`src/rtl/wb_port_arbiter.sv`:
```
// Register-file write-port arbiter: pipeline write-back vs. buffered long-latency results.
// Optional starvation guard enabled by defining WB_ARB_STARVE_GUARD_EN.
module wb_port_arbiter #(
    parameter int unsigned DEPTH        = 2,
    parameter int unsigned STARVE_LIMIT = 4
) (
    input  logic        clk,
    input  logic        rst,
    input  logic        pipe_we,
    input  logic [4:0]  pipe_rd,
    input  logic [31:0] pipe_wdata,
    input  logic        lu_valid,
    output logic        lu_ready,
    input  logic [4:0]  lu_rd,
    input  logic [31:0] lu_wdata,
    output logic        pipe_stall,
    output logic [31:0] pend_mask,
    output logic        rf_we,
    output logic [4:0]  rf_waddr,
    output logic [31:0] rf_wdata
);
    localparam int unsigned AW = $clog2(DEPTH);

    logic [4:0]  r_rd   [DEPTH];
    logic [31:0] r_data [DEPTH];
    logic [AW:0] r_wptr, r_rptr;

    logic [AW:0]   w_count;
    logic [AW-1:0] w_offs;
    logic [31:0]   w_mask;
    logic          w_empty, w_full, w_push, w_pipe_req;
    logic          w_force, w_gnt_fifo, w_gnt_pipe;

    assign w_count    = r_wptr - r_rptr;
    assign w_empty    = (r_wptr == r_rptr);
    assign w_full     = (r_wptr[AW] != r_rptr[AW]) && (r_wptr[AW-1:0] == r_rptr[AW-1:0]);
    assign lu_ready   = !w_full && !rst;
    // x0 results are handshaken but never occupy a slot.
    assign w_push     = lu_valid && lu_ready && (lu_rd != 5'd0);
    assign w_pipe_req = pipe_we && (pipe_rd != 5'd0);

    assign w_gnt_fifo = w_force || (!w_pipe_req && !w_empty);
    assign w_gnt_pipe = w_pipe_req && !w_force;

`ifdef WB_ARB_STARVE_GUARD_EN
    localparam int unsigned CW = $clog2(STARVE_LIMIT + 1);
    logic [CW-1:0] r_starve;

    assign w_force    = !w_empty && (r_starve == CW'(STARVE_LIMIT));
    assign pipe_stall = w_force;

    always_ff @(posedge clk) begin
        if (rst || w_empty || w_gnt_fifo)
            r_starve <= '0;
        else
            r_starve <= r_starve + 1'b1;
    end
`else
    assign w_force    = 1'b0;
    assign pipe_stall = 1'b0;
`endif

    always_ff @(posedge clk) begin
        if (rst) begin
            r_wptr <= '0;
            r_rptr <= '0;
        end else begin
            if (w_push) begin
                r_rd[r_wptr[AW-1:0]]   <= lu_rd;
                r_data[r_wptr[AW-1:0]] <= lu_wdata;
                r_wptr                 <= r_wptr + 1'b1;
            end
            if (w_gnt_fifo)
                r_rptr <= r_rptr + 1'b1;
        end
    end

    always_ff @(posedge clk) begin
        if (rst) begin
            rf_we    <= 1'b0;
            rf_waddr <= '0;
            rf_wdata <= '0;
        end else begin
            rf_we <= w_gnt_fifo || w_gnt_pipe;
            if (w_gnt_fifo) begin
                rf_waddr <= r_rd[r_rptr[AW-1:0]];
                rf_wdata <= r_data[r_rptr[AW-1:0]];
            end else if (w_gnt_pipe) begin
                rf_waddr <= pipe_rd;
                rf_wdata <= pipe_wdata;
            end
        end
    end

    // A slot is live when its distance from the read pointer is below the occupancy.
    always_comb begin
        w_mask = '0;
        w_offs = '0;
        for (int unsigned i = 0; i < DEPTH; i++) begin
            w_offs = AW'(i) - r_rptr[AW-1:0];
            if ({1'b0, w_offs} < w_count)
                w_mask[r_rd[i]] = 1'b1;
        end
        w_mask[0] = 1'b0;
    end

    assign pend_mask = w_mask;
endmodule

```
`config.mk`:
```
export PLATFORM = sky130hd
export DESIGN_NAME = wb_port_arbiter
export DESIGN_NICKNAME = d
export VERILOG_FILES = /design/src/rtl/wb_port_arbiter.sv
export SDC_FILE = /design/constraint.sdc
export NUM_CORES = 1
export LEC_CHECK = 0
export CAP_MARGIN = 20
export CELL_PAD_IN_SITES_DETAIL_PLACEMENT = 0
export CELL_PAD_IN_SITES_GLOBAL_PLACEMENT = 2
export CORE_UTILIZATION = 29
export DETAILED_ROUTE_END_ITERATION = 10
export MAX_ROUTING_LAYER = met4
export PLACE_DENSITY_LB_ADDON = 0.1
export SLEW_MARGIN = 20
export SYNTH_ARGS = -nofsm -noshare
export SYNTH_HDL_FRONTEND = slang
export SYNTH_SLANG_ARGS = --single-unit
```
`constraint.sdc`:
```
create_clock -name clk -period 5.1 [get_ports clk]
set_clock_uncertainty 0.1 [all_clocks]
set_input_delay 0.51 -clock clk [delete_from_list [all_inputs] [get_ports clk]]
set_output_delay 0.51 -clock clk [all_outputs]
set_load 0.02 [all_outputs]
```
==> flow_summary.toml <==
[logic_synthesis]
synth-compound-area-share_pct = 17.3
yosysSeqAreaShare_pct = 61.9
synth_fa_ha_area_share_pct = 0.753
syn_avg_cell_area_um2 = 11.4
synth_top_area_share_pct = 44.6
syn_inst = 436
synthMuxAreaShare_pct = 7.93
synth_area_leader_cell = "edfxtp_1"
netlist_area_mm2 = 0.00498
synthXorXnorAreaFrac_pct = 0.176
ys_types = 33
synthSimpleGateAreaFrac_pct = 7.83
synth_area_leaders = "edfxtp_1, dfxtp_1, o22ai_1"
synth_top_family_by_area = "compound AO/OA/AOI/OAI gates"
yosysWarnings = 0
ys_seq_elements = 117

[placed_design]
pre_cts_ws_ps = 2120
port_buffers = 147
placed_cells = 774
gp_congestion = 0.794
place_hpwl_um = 9170
place_area_mm2 = 0.00665

[global_route]
antenna_found_initial = 0
overflow = 0
grt_pass1_vias = 3894
grt_max_degree = 41
grt_pass1_wl_um = 21100
track_usage_pct = 16.3

[clock_tree]
cts_root_buf = "clkbuf_16"
cts_tree = "done"
cts_buffers = 17
hold_buffers = 0
clkTransAtPathRegs_ps = 50
clk_latency_ps = 400
cts_resized = 0
clockBufferDepth = 2
htree_levels = 4
cts_setup_buffers = 0
clkSinkCount = 117

[routing]
wire_per_inst_um = 17.2
drc_errors = 0
final_antenna_net_count = 0
avgViaCountPerCell = 4.87
num_vias = 3927
drt-initial-drc-count = 134
drt-total-wl_um = 13900
firstDrtPassIters = 6

[pwr]
leakagePower_nw = 2.40
swShare_pct = 26.4
p_per_area_mw_per_mm2 = 388
combPwrFrac_pct = 19.4
p_int_mw = 2.06
pwr-share-seq_pct = 39.8
clockPowerShare_pct = 40.8
power.total_mw = 2.81
p_sw_uw = 742
peakVddDrop_mv = 0.221

[sta]
rsz0062_at_grt = "no"
fin_crit_sh_pct = 67.3
tightestPinTransition_ps = 878
setup_tns_ps = 0
slew_violations = 0
whs_ps = 404
fmax_mhz = 291
slew_headroom_pct = 41.3
period_needed_ps = 3430
setup_ws_ps = 1670
finalHoldViolations = 0
setup_violations = 0

[layout]
area_delta_synth_final_pct = 45.0
stdcell_area_mm2 = 0.00723
nNetsFinal = 654
drive_above_1_share_pct = 8.87
fin_util_pct = 43.3
instances_no_fill = 806
n_antenna_cell = 0

[setup_path]
r2r-end = "rf_wdata[1]$_SDFFE_PP0P_"
r2r_setup_slack_ps = 2520
worstRegToRegCells = 6
r2r_start = "r_wptr[0]$_SDFFE_PP0P_"
critPathMaxFanout = 8
end_kind = "primary output"
start_kind = "register"
crit_type = "reg -> out"
setup.worst_path.end = "pend_mask[2]"
critPathRequiredTime_ps = 4490
crit_arrival_ps = 2820
startpoint = "r_wptr[0]$_SDFFE_PP0P_"

[die]
die_h_um = 133
core_mm2 = 0.0167
die_w_um = 133
io_pins = 150
die-area_mm2 = 0.0177
fp-row-count = 47
initial_utilization_pct = 29.8

[worst_hold_path]
hold_class = "reg -> reg"
hold_start = "r_wptr[1]$_SDFFE_PP0P_"

[status]
outcome = "complete, no violations"

[job]
drv_cap = 0
==> power by group through the flow <==
stage	clock [mW]	sequential, mW	combinational, mW
after detailed placement	0	1.14	0.551
after CTS	1.17	1.12	0.552
after global routing	1.21	1.13	0.593
after global placement	0	1.14	0.548
after floorplan	0	1.16	0.289
final	1.15	1.12	0.544
==> kinds of logic after synthesis <==
logic type	count (synthesis)
AO/OA/AOI/OAI	152
XOR/XNOR	1
adder cells (fa/ha/maj)	3
buffers and inverters	45
flip-flops	117
multiplexers	39
other	1
AND/OR/NAND/NOR	78
==> placed cells by master, fill, tap and decap left out, drive strengths merged, types with 8 or more instances in the layout <==
cell / n
nand3: 8
edfxtp: 74
mux2i: 38
clkdlybuf4s50: 147
o21ai: 8
o22ai: 63
nor2: 8
clkbuf: 22
a21oi: 75
dfxtp: 43
buf: 9
nand2: 40
==> flip-flops by register name (all words and copies together) (netlist names), named ones only <==
signal	flops
r_wptr	2
r_rptr	2
rf_wdata	32
rf_we	1
r_data	64
r_rd	10
rf_waddr	5
==> synth_stat cells, drive strengths merged <==
library cell	n
a21oi	75
edfxtp	74
o22ai	63
dfxtp	43
nand2	40
mux2i	38
clkbuf	22
buf	17
nand3	8
nor2	8
o21ai	8
nand3b	7
inv	6
or3b	5
or3	4
ha	3
a31o	2
nor3	2
o21a	2
or4	2
a211oi	1
and2	1
conb	1
mux2	1
nor2b	1
o211ai	1
xnor2	1
==> critical path, stage by stage, from the launching register on <==
cell             delay, ps
dfxtp_1                340
inv_1                  100
ha_1                   160
inv_1                   40
ha_1                   300
nor2_1                  70
or3b_2                 550
o22ai_1                220
clkdlybuf4s50_1        630
==> layer usage <==
layer | vias up | track usage (%) | routed length, µm
li1 | 1929 | - | -
met1 | 1856 | 19.9 | 6350
met2 | 124 | 26.0 | 6570
met3 | 18 | 4.15 | 736
met4 | 0 | 6.25 | 204
met5 | - | - | 0
==> worst min path at each step <==
stage | endpoint | slack [ps] | depth (start not counted)
after floorplan | r_wptr[1]$_SDFFE_PP0P_ | 360 | 1
after global placement | r_wptr[1]$_SDFFE_PP0P_ | 390 | 1
after detailed placement | r_wptr[1]$_SDFFE_PP0P_ | 400 | 1
after CTS | r_wptr[1]$_SDFFE_PP0P_ | 410 | 2
after global routing | r_wptr[1]$_SDFFE_PP0P_ | 430 | 1
final | r_wptr[1]$_SDFFE_PP0P_ | 400 | 2
==> area by class of cell <==
class / count / area, µm²
multi-input cells: 275 / 1730
well taps: 220 / 275
repair buffers: 156 / 1540
inverters: 6 / 22.5
clock buffers: 22 / 474
fillers: 1614 / 9470
flip-flops and latches: 117 / 3080
clock inverters: 10 / 105
No activity file was read; power rests on OpenSTA's default activity.
